**src/rtl/s_o_sequencer.sv**
```systemverilog
// s_o_sequencer: plays a latched pattern of up to MAX_LEN S/O symbols,
// issuing one request per symbol over the func_start/func_done handshake.
// Optional build macro S_O_SEQ_REPEAT_EN adds cmd_repeat, which replays the
// whole pattern cmd_repeat+1 times.
//
// Handshake: func_start holds a non-zero symbol code (10 = S, 01 = O) from
// the cycle the request is issued until func_done=1 is sampled on a rising
// edge in ISSUE; func_start drops to 00 on that same edge. func_done may be
// high in the first cycle of the request (zero latency) and is ignored in
// every other state.
// dbg_state exposes the FSM state: 0 IDLE, 1 ISSUE, 2 GAP, 3 DONE.
module s_o_sequencer #(
  parameter int MAX_LEN    = 8,
  parameter int LEN_W      = 4,
  parameter int GAP_CYCLES = 0
) (
  input  logic               clk,
  input  logic               rst_n,
  input  logic               cmd_start,
  input  logic [MAX_LEN-1:0] cmd_pattern,
  input  logic [LEN_W-1:0]   cmd_len,
  input  logic               cmd_abort,
`ifdef S_O_SEQ_REPEAT_EN
  input  logic [3:0]         cmd_repeat,
`endif
  output logic               cmd_busy,
  output logic               cmd_done,
  output logic [LEN_W-1:0]   sym_index,
  output logic [1:0]         func_start,
  input  logic               func_done,
  output logic [1:0]         dbg_state
);

  // Idle cycles between symbols; at least one so func_start always returns to 00.
  localparam int GAP_N = (GAP_CYCLES < 1) ? 1 : GAP_CYCLES;
  localparam int GW    = (GAP_CYCLES > 0) ? $clog2(GAP_CYCLES + 1) : 1;

  typedef enum logic [1:0] {
    IDLE  = 2'd0,
    ISSUE = 2'd1,
    GAP   = 2'd2,
    DONE  = 2'd3
  } state_t;

  state_t             state_q;
  logic [MAX_LEN-1:0] pat_q;
  logic [LEN_W-1:0]   len_q;
  logic [LEN_W-1:0]   idx_q;
  logic [GW-1:0]      gap_cnt_q;
  logic               busy_q;
  logic               done_q;
  logic [1:0]         fs_q;
`ifdef S_O_SEQ_REPEAT_EN
  logic [3:0]         rep_q;
`endif

  logic [LEN_W-1:0]   clamp_len_d;
  logic               cur_bit_d;
  logic               last_sym_d;

  // Clamp the requested length and select the pattern bit for the current index.
  always_comb begin
    clamp_len_d = (cmd_len > LEN_W'(MAX_LEN)) ? LEN_W'(MAX_LEN) : cmd_len;
    cur_bit_d   = 1'b0;
    for (int k = 0; k < MAX_LEN; k++) begin
      if (idx_q == LEN_W'(k)) cur_bit_d = pat_q[k];
    end
    last_sym_d  = (idx_q == len_q - 1'b1);
  end

  // Sequencer FSM with registered outputs; abort outranks everything outside IDLE.
  always_ff @(posedge clk or negedge rst_n) begin
    if (!rst_n) begin
      state_q   <= IDLE;
      pat_q     <= '0;
      len_q     <= '0;
      idx_q     <= '0;
      gap_cnt_q <= '0;
      busy_q    <= 1'b0;
      done_q    <= 1'b0;
      fs_q      <= 2'b00;
`ifdef S_O_SEQ_REPEAT_EN
      rep_q     <= '0;
`endif
    end else if (state_q == IDLE) begin
      if (cmd_start) begin
        pat_q  <= cmd_pattern;
        len_q  <= clamp_len_d;
        idx_q  <= '0;
        busy_q <= 1'b1;
`ifdef S_O_SEQ_REPEAT_EN
        rep_q  <= cmd_repeat;
`endif
        if (clamp_len_d == '0) begin
          state_q <= DONE;
          done_q  <= 1'b1;
        end else begin
          state_q <= ISSUE;
          fs_q    <= cmd_pattern[0] ? 2'b10 : 2'b01;
        end
      end
    end else if (cmd_abort) begin
      state_q <= IDLE;
      fs_q    <= 2'b00;
      busy_q  <= 1'b0;
      done_q  <= 1'b0;
      idx_q   <= '0;
    end else begin
      case (state_q)
        ISSUE: begin
          if (func_done) begin
            fs_q <= 2'b00;
            if (last_sym_d) begin
`ifdef S_O_SEQ_REPEAT_EN
              if (rep_q != '0) begin
                rep_q     <= rep_q - 1'b1;
                idx_q     <= '0;
                gap_cnt_q <= GW'(GAP_N - 1);
                state_q   <= GAP;
              end else begin
                done_q  <= 1'b1;
                state_q <= DONE;
              end
`else
              done_q  <= 1'b1;
              state_q <= DONE;
`endif
            end else begin
              idx_q     <= idx_q + 1'b1;
              gap_cnt_q <= GW'(GAP_N - 1);
              state_q   <= GAP;
            end
          end
        end
        GAP: begin
          if (gap_cnt_q == '0) begin
            fs_q    <= cur_bit_d ? 2'b10 : 2'b01;
            state_q <= ISSUE;
          end else begin
            gap_cnt_q <= gap_cnt_q - 1'b1;
          end
        end
        DONE: begin
          done_q  <= 1'b0;
          busy_q  <= 1'b0;
          idx_q   <= '0;
          state_q <= IDLE;
        end
        default: state_q <= IDLE;
      endcase
    end
  end

  assign cmd_busy   = busy_q;
  assign cmd_done   = done_q;
  assign sym_index  = idx_q;
  assign func_start = fs_q;
  assign dbg_state  = state_q;

endmodule
```
**config.mk**
```make
export PLATFORM = sky130hd
export DESIGN_NAME = s_o_sequencer
export DESIGN_NICKNAME = d
export VERILOG_FILES = /design/src/rtl/s_o_sequencer.sv
export SDC_FILE = /design/constraint.sdc
export NUM_CORES = 1
export LEC_CHECK = 0
export ABC_AREA = 1
export BUFFER_PORTS_ARGS = -buffer_cell sky130_fd_sc_hd__buf_2
export CELL_PAD_IN_SITES_DETAIL_PLACEMENT = 1
export CELL_PAD_IN_SITES_GLOBAL_PLACEMENT = 1
export CORE_ASPECT_RATIO = 0.9
export CORE_MARGIN = 4
export CORE_UTILIZATION = 42
export DETAILED_ROUTE_END_ITERATION = 6
export PLACE_DENSITY = 0.95
export SLEW_MARGIN = 20
export SYNTH_ARGS = -nofsm -noshare
export SYNTH_HDL_FRONTEND = slang
export SYNTH_SLANG_ARGS = --single-unit
```
**constraint.sdc**
```tcl
create_clock -name clk -period 2.5 [get_ports clk]
set_clock_uncertainty 0.15 [all_clocks]
set_input_delay 0.375 -clock clk [delete_from_list [all_inputs] [get_ports clk]]
set_output_delay 0.375 -clock clk [all_outputs]
set_load 0.02 [all_outputs]
```
==> impl_metrics.toml, run 1 <==
[timing]
finalHoldViolCount = 0
post-route-period-util_pct = 82.7
tightest_slew_ps = 486
finalSetupViolCount = 0
rsz0062_at_grt = "false"
max-slew-margin-rel_pct = 67.6
final-max-slew-violation-count = 0
period_minus_slack_ps = 2070
fmax_mhz = 484
finalSetupTns_ps = 0

[setup_path]
cp.required_ps = 2560
ff2ff_path_depth = 6
crit_fanout = 13
start_kind = "flip-flop"
crit_type = "flip-flop to flip-flop"
critPathCaptureType = "flip-flop"
worstPathArrival_ps = 2130
reg2reg_setup_slack_ps = 430
path_cells = "inv_1 > ha_1 > nand2_2 > inv_1 > nand2_1 > nand2_1"
max_stage_delay_ps = 420
cpMaxStageDelayCell = "dfrtp_1"

[floorplanning]
rows = 19
pin_count = 27
core_area_um2 = 3110
die_h_um = 62.7
dieArea_um2 = 4320
die_w_um = 68.8
start_util_pct = 44.9

[cts]
ctsHoldBuffers = 1
post-cts-setup-buffers = 0
clkSinkCount = 22
cts-resized-gates = 0
cts_tree = "done"
clock_path_buffers = 2
root_buffer = "clkbuf_8"
cts_inserted_buffers = 3
path_clk_slew_ps = 80
clock_latency_ps = 270
ctsHtreeMaxLevel = 1

[synth]
synthTopCellsByArea = "dfrtp_1, nand2_1, ha_1, inv_1, nand3_1"
yosys.cell_count.top_type = "nand2_1"
synth_edf_count = 0
synthFlopType = "dfrtp_1"
synth_commonest_cells = "nand2_1, inv_1, dfrtp_1"
syn_area_um2 = 1400
synth_top_cell_area_share_pct = 39.4
synth_simple_gate_area_share_pct = 31.2
yosysWarnings = 0
synth_top_family_by_area = "simple AND/OR/NAND/NOR gates"
synth.avg_cell_area_um2 = 7.51
synth_fa_ha_area_share_pct = 8.06
synth_xor_area_share_pct = 3.13
ys_ff_latch = 22
ys_types = 26
syn-instance-count = 186
async_reset_ff_share_pct = 100
synth_area_leader_cell = "dfrtp_1"
synth_nets = 212
synth_seq_area_share_pct = 39.4
synth_compound_area_share_pct = 9.04
post_synth_mux_area_share_pct = 0

[hold_path]
whs_path_depth = 3
worst_hold_path_type = "input pin to flip-flop"

[power_and_ir_drop]
clock_power_share_pct = 16.5
pwr-share-comb_pct = 52.6
vdd_ir_drop_max_mv = 0.606
cellPowerDensity_nw_per_um2 = 1230
switching_share_pct = 46.0
power.leakage_uw = 0.000876
p_switching_uw = 924
intPower_uw = 1090
pwr-share-seq_pct = 30.9

[placement]
placed_area_um2 = 1550
hpwl_um = 2850
portBuffers = 26
gp_congestion = 0.853

[global_routing]
grt_max_degree = 23
track_usage_pct = 18.6
antenna_found_initial = 0
grt_pass1_vias = 1356
globalRoute.totalOverflow = 0
grt_pass1_wl_um = 6150

[drt]
post_drt_wl_per_cell_um = 13.9
vias = 1268
routed_wl_um = 3550
firstDrtPassIters = 4
postRouteAntennaNets = 0
drcViolationCount = 0
detail_route.iter0.violations = 72
vias_per_cell = 4.97

[final_layout]
drive_gt1_share_pct = 20.2
finalNetCount = 240
areaGrowthSynthToFinish_pct = 16.7
design_area_um2 = 1630
antenna_cells = 0

[outcome]
status = "complete, no violations"

[job]
cap_viol_max_count = 0
[flip-flops by register name, summed over array words and instances (netlist names)]
register	cells
cmd_done	1
func_start	2
sym_index	4
len_q	4
cmd_busy	1
pat_q	8
dbg_state	2
[metrics by stage]
step / setup WS, ps / hold slack (ps) / utilization, % / power, uW / cells
final: 432 / 145 / 52.4 / 2010 / 255
after global routing: 229 / 151 / 52.4 / 2210 / 255
after CTS: 436 / 142 / 52.4 / 2030 / 255
after detailed placement: 463 / 215 / 49.7 / 1680 / 250
after global placement: 586 / 219 / 49.7 / 1620 / 250
after floorplan: 672 / -70.6 / - / 1410 / 186
[power by group through the flow]
stage                     registers (uW)  logic [uW]  clock network, uW
after global placement               623         997                  0
after detailed placement             630        1050                  0
final                                621        1060                331
after floorplan                      678         733                  0
after CTS                            623        1070                340
after global routing                 644        1210                351
[layout make-up]
type | instances | area (um^2)
sequential | 22 | 551
inverter | 26 | 97.6
clock inverter | 1 | 30.0
timing repair buffer | 27 | 140
fill | 413 | 1480
tap | 42 | 52.6
clock buffer | 3 | 41.3
multi-input combinational | 134 | 718
[kinds of logic (layout without fill, tap and decap cells)]
family	after synthesis	in the layout
AO/OA/AOI/OAI	21	21
XOR/XNOR	5	5
adder cells (fa/ha/maj)	9	9
buffers and inverters	30	57
flip-flops	22	22
AND/OR/NAND/NOR	99	99
[cell usage in the layout (no fill, tap or decap), types with 4 or more instances in the layout]
| cell type | Yosys | routed |
|---|---|---|
| nor2_1 | 14 | 14 |
| dfrtp_1 | 22 | 22 |
| xor2_1 | 4 | 4 |
| nor2_2 | 4 | 4 |
| ha_1 | 9 | 9 |
| nand3_1 | 13 | 13 |
| a21oi_1 | 9 | 9 |
| nand2_1 | 60 | 60 |
| buf_2 | 1 | 26 |
| inv_1 | 24 | 24 |
[per-layer routing]
metal  GRT usage [%]  vias up  routed length [um]
met3            4.68        7                 185
met5               0        -                   0
met1            25.5      597                1650
met4            5.60        0                  52
met2            28.5       33                1660
li1                -      631                   -
[critical path: cells and delay by family, from the launching register on]
kind	cells	cell delay, ps
buf+inv	2	520
simple gates	3	480
flops	1	420
fa+ha+maj	1	420
[final timing paths]
check / startpoint / endpoint
setup / recovery: dbg_state[1] / pat_q[0]
hold / removal: cmd_pattern[7] / pat_q[7]
setup reg to reg: dbg_state[1] / pat_q[0]
hold reg to reg: cmd_busy / cmd_busy
max in group asynchronous: rst_n / func_start[1]
min in group asynchronous: rst_n / pat_q[0]
Note: power is estimated with default switching activity, not from simulation.
==> run 2: changes to the inputs <==
ABC_AREA = 0   (was 1)
CORE_UTILIZATION = 37   (was 42)
PLACE_DENSITY = 0.86   (was 0.95)
clock period = 1.75 ns   (was 2.5 ns; I/O delays follow)
==> run 2 against run 1 <==
The flow now finishes with violations (setup timing). First-iteration DRC count is 50% lower. Synthesized cell count is 27% lower. Worst hold slack worse by 70 ps. Total power is 96% higher. Via count is 3.2% lower. Largest power group unchanged. Die area is 8.8% higher. Flip-flop and latch count stayed put.
==> impl_metrics.toml, run 2 <==
[floorplanning]
die_w_um = 71.8
rows = 20
die_h_um = 65.4
pin_count = 27
core_area_um2 = 3450
dieArea_um2 = 4700
start_util_pct = 39.2

[drt]
post_drt_wl_per_cell_um = 18.2
routed_wl_um = 4320
vias = 1228
detail_route.iter0.violations = 36
vias_per_cell = 5.18
firstDrtPassIters = 2
drcViolationCount = 0
postRouteAntennaNets = 0

[placement]
portBuffers = 26
pre_cts_slack_ps = -322
dp_cells = 224
gp_congestion = 0.827
hpwl_um = 3080

[power_and_ir_drop]
vdd_ir_drop_max_mv = 0.858
total_power_uw = 3940
power.leakage_uw = 0.000932
cellPowerDensity_nw_per_um2 = 1920

[setup_path]
ff2ff_path_depth = 6
path_cells = "ha_4 > nor3b_2 > nor3_4 > o31ai_4 > or4_4 > o21ai_2"
max_stage_delay_ps = 450
rr_endpoint = "sym_index[0]"
worstPathArrival_ps = 2040
critPathCaptureType = "flip-flop"
cp-endpoint = "sym_index[0]"
cpMaxStageDelayCell = "dfrtp_2"
reg2reg_setup_slack_ps = -250
crit_start = "dbg_state[0]"
crit_type = "flip-flop to flip-flop"
cp.required_ps = 1790
crit_fanout = 4
start_kind = "flip-flop"
r2r_start = "dbg_state[0]"

[final_layout]
largest_reg_flops = 8
finalNetCount = 220
num-fill-cells = 379
final_util_pct = 59.6
areaGrowthSynthToFinish_pct = 51.8
drive_gt1_share_pct = 57.0
layout_common_cells = "buf_4, buf_2, dfrtp_1"
top_register = "pat_q"
layout_commonest_cell = "buf_4"
final_cells = 237
antenna_cells = 0

[cts]
path_clk_slew_ps = 90
clock_path_buffers = 2
clkSinkCount = 22
cts_inserted_buffers = 3
root_buffer = "clkbuf_8"
cts_tree = "done"
ctsHtreeMaxLevel = 1
clock_latency_ps = 260

[synth]
ys_ff_latch = 22
yosys.cell_count.top_type = "dfrtp_1"
synth_seq_area_share_pct = 40.6
syn-instance-count = 136
ys_types = 39
synth_edf_count = 0
synth_nets = 162
synth_commonest_cells = "dfrtp_1, nand2_1, ha_1, mux2_2"
async_reset_ff_share_pct = 100
synthFlopType = "dfrtp_1"
synthTopCellsByArea = "dfrtp_1, ha_1, mux2_2, nand2_1, a21oi_1"
synth.avg_cell_area_um2 = 9.96
syn_area_um2 = 1360
synth_area_leader_cell = "dfrtp_1"
synth_top_cell_area_share_pct = 40.6
yosysWarnings = 0

[outcome]
status = "finished, violations left"
violations = "setup timing"

[hold_path]
whs_path_depth = 2
worst_hold_path_type = "input pin to flip-flop"

[global_routing]
grt_pass1_wl_um = 6980
track_usage_pct = 19.4
globalRoute.totalOverflow = 0
grt_pass1_vias = 1427
antenna_found_initial = 0
grt_max_degree = 23

[timing]
finalSetupViolCount = 16
finalHoldViolCount = 0
period_minus_slack_ps = 2000
fmax_mhz = 500
max-slew-margin-rel_pct = 64.9
rsz0062_at_grt = "true"
whs_ps = 74.8
post-route-period-util_pct = 114
tightest_slew_ps = 526
final-max-slew-violation-count = 0
fin_ws_ps = -250

[job]
cap_viol_max_count = 0
## run 2: power by group
| part | switching, uW | internal (uW) | leakage (uW) |
|---|---|---|---|
| clock | 177 | 306 | 0.0000357 |
| combinational | 1290 | 1240 | 0.000631 |
| sequential | 190 | 743 | 0.000266 |
| total | 1650 | 2290 | 0.000932 |
## run 2: stage by stage
step | TNS (ps) | area (um^2)
floorplan | -1140 | 1400
detailed placement | -1230 | 1720
global placement | -543 | 1720
CTS | -882 | 1960
finish | -980 | 2060
global route | -2510 | 2060
## run 2: metal layers
| layer | global-route usage (%) | routed length, um | vias to the layer above |
|---|---|---|---|
| li1 | - | - | 590 |
| met1 | 21.1 | 1670 | 605 |
| met2 | 38.0 | 2410 | 25 |
| met3 | 3.06 | 146 | 8 |
| met4 | 6.10 | 89 | 0 |
| met5 | 0 | 0 | - |
## run 2: final cells by class
type,count,area [um^2],area share (%)
Timing Repair Buffer,58,384,18.7
Sequential cell,22,556,27.0
Multi-Input combinational cell,101,958,46.6
Clock buffer,3,41.3,2.01
Clock inverter,1,30.0,1.46
Tap cell,44,55.1,2.68
Inverter,8,32.5,1.58
## run 2: worst min path at each step
| stage | start | endpoint | slack (ps) |
|---|---|---|---|
| final | cmd_pattern[4] | pat_q[4] | 70 |
| after global routing | cmd_pattern[4] | pat_q[4] | 70 |
| after CTS | cmd_pattern[4] | pat_q[4] | 70 |
| after detailed placement | rst_n | pat_q[7] | 120 |
| after global placement | rst_n | pat_q[2] | 100 |
| after floorplan | rst_n | cmd_busy | -180 |
## run 2: kinds of logic after synthesis
family / Yosys count / share of synthesized area, %
AOI/OAI and AO/OA: 25 / 11.8
and+or+nand+nor: 48 / 19.7
DFF: 22 / 40.6
buffers and inverters: 13 / 5.17
adders and majority gates: 9 / 8.31
muxes: 13 / 10.5
xor gates and xnor gates: 6 / 3.88
## run 2: timing repair
item | CTS | global route
hold buffers | 1 | 0
gates resized for setup | 21 | 15
buffers inserted | 6 | 3
pin swaps | 6 | 13
setup endpoints to repair | 9 | 17
gates cloned | 0 | 0
hold endpoints to repair | 22 | 0
## run 2: worst max-delay path: cells and delay by family, from the launching register on
family / cells / cell delay [ps]
adder cells (fa/ha/maj): 1 / 190
AND/OR/NAND/NOR: 3 / 880
AO/OA/AOI/OAI: 2 / 250
flip-flops: 1 / 450
==> run 3: changes to the inputs <==
==> constraint.sdc (replaced) <==
create_clock -name clk -period 1.75 [get_ports clk]
set_clock_uncertainty 0.15 [all_clocks]
set_input_delay 0.175 -clock clk [delete_from_list [all_inputs] [get_ports clk]]
set_output_delay 0.175 -clock clk [all_outputs]
set_load 0.02 [all_outputs]
==> run 3 against run 2 <==
The flow still finishes with violations (setup timing). Sequential power decreased by 1%. Clock power rose by 2%. Fmax is 0.59% lower. Wire length about the same. Die area is the same. Worst hold slack got worse by 54 ps. Total power is 1.7% lower. Sequential share of layout area is 0.11 points lower. Critical path depth up 1. Worst setup slack lost 12 ps.
==> impl_metrics.toml, run 3 (synthesis results as in run 2) <==
[outcome]
status = "finished, violations left"
violations = "setup timing"

[floorplanning]
rows = 20
core_area_um2 = 3450
pin_count = 27
start_util_pct = 39.2
dieArea_um2 = 4700
die_h_um = 65.4
die_w_um = 71.8

[timing]
post-route-period-util_pct = 115
period_minus_slack_ps = 2010
finalSetupViolCount = 17
rsz0062_at_grt = "true"
fmax_mhz = 497
fin_ws_ps = -262
whs_ps = 21.2
final-max-slew-violation-count = 0
tightest_slew_ps = 532
max-slew-margin-rel_pct = 64.5
finalHoldViolCount = 0

[cts]
ctsHtreeMaxLevel = 1
clkSinkCount = 22
path_clk_slew_ps = 100
clock_latency_ps = 280
cts_tree = "done"
cts_inserted_buffers = 3
clock_path_buffers = 2
root_buffer = "clkbuf_8"

[drt]
firstDrtPassIters = 2
post_drt_wl_per_cell_um = 17.9
routed_wl_um = 4330
detail_route.iter0.violations = 30
vias_per_cell = 5.26
vias = 1274
postRouteAntennaNets = 0
drcViolationCount = 0

[power_and_ir_drop]
pwr-share-comb_pct = 63.4
pwr-share-seq_pct = 23.8
power.leakage_uw = 0.000955
intPower_uw = 2270
clock_power_share_pct = 12.8
p_switching_uw = 1610
total_power_uw = 3880
vdd_ir_drop_max_mv = 0.846
switching_share_pct = 41.5
cellPowerDensity_nw_per_um2 = 1880

[setup_path]
critPathCaptureType = "flip-flop"
worstPathArrival_ps = 2070
crit_type = "flip-flop to flip-flop"
cp.required_ps = 1810
start_kind = "flip-flop"
crit_fanout = 5

[final_layout]
finalNetCount = 225
top_register = "pat_q"
drive_gt1_share_pct = 52.5
areaGrowthSynthToFinish_pct = 52.4
largest_reg_flops = 8
antenna_cells = 0
num-fill-cells = 394
layout_common_cells = "buf_4, buf_2, dfrtp_1"
layout_commonest_cell = "buf_4"

[global_routing]
grt_max_degree = 23
globalRoute.totalOverflow = 0
grt_pass1_wl_um = 7440
track_usage_pct = 20.7
antenna_found_initial = 0
grt_pass1_vias = 1484

[placement]
portBuffers = 26
hpwl_um = 2870
gp_congestion = 0.828

[job]
cap_viol_max_count = 0

[hold_path]
worst_hold_path_type = "input pin to flip-flop"
-- run 3: cell types whose count changed in the layout (fill, tap and decap cells not counted), moves of 2 or more --
cell	previous run	this run
a21oi_2	2	0
xor2_2	0	2
nand3_2	3	1
xor2_4	2	0
nand3_1	2	4
dlygate4sd3_1	1	8
-- run 3: critical path, stage by stage, from the launching register on --
cell and delay [ps]:
dfrtp_2 440, inv_2 70, ha_4 170, and2b_2 210
nor3_4 180, o31ai_4 110, or4_4 450, o21ai_2 160
-- run 3: repair_timing --
action                                 4_1_cts  5_1_grt
hold buffers                                 8        0
pin swaps                                    8        4
gates resized for setup                     23        5
buffers inserted                             6        3
setup endpoints to repair                    8       19
endpoints found under the hold margin       29        0
-- run 3: final cells by class --
type / count / area [um^2] / share of cell area, %
timing repair buffer: 63 / 435 / 21.1
multi-input combinational: 101 / 918 / 44.5
sequential: 22 / 556 / 26.9
tap: 44 / 55.1 / 2.67
clock inverter: 1 / 30.0 / 1.45
clock buffer: 3 / 41.3 / 2.00
inverter: 8 / 30.0 / 1.45
-- run 3: per-stage QoR --
step | utilization (%) | cell area, um^2 | TNS [ps] | worst slack [ps] | cells
after detailed placement | 49.5 | 1710 | -1150 | -271 | 223
final | 59.8 | 2070 | -1260 | -262 | 242
after global placement | 49.5 | 1710 | -552 | -190 | 223
after global routing | 59.8 | 2070 | -2720 | -355 | 242
after CTS | 58.7 | 2030 | -1010 | -238 | 240
after floorplan | - | 1400 | -1140 | -318 | 136
-- run 3: path summary, 6_finish.rpt --
path,startpoint,endpoint,slack [ps],cells after the start
hold / removal,cmd_pattern[0],pat_q[0],20,2
min in group asynchronous,rst_n,pat_q[7],260,2
max in group asynchronous,rst_n,dbg_state[0],790,2
hold reg to reg,pat_q[3],pat_q[3],370,1
setup reg to reg,dbg_state[0],sym_index[2],-260,7
setup / recovery,dbg_state[0],sym_index[2],-260,7
-- run 3: routing by layer --
layer / part of all wire [%] / GRT usage [%] / vias to the layer above
li1: - / - / 597
met1: 40 / 23.6 / 638
met2: 54 / 38.0 / 28
met3: 3.2 / 3.36 / 11
met4: 2.2 / 8.45 / 0
met5: 0 / 0 / -
-- run 3: power by group through the flow --
stage	Clock, uW	Sequential [uW]	Combinational, uW
after floorplan	0	996	1130
after global placement	0	898	1710
after detailed placement	0	917	1830
after CTS	493	910	2350
after global routing	525	954	2690
final	495	922	2460
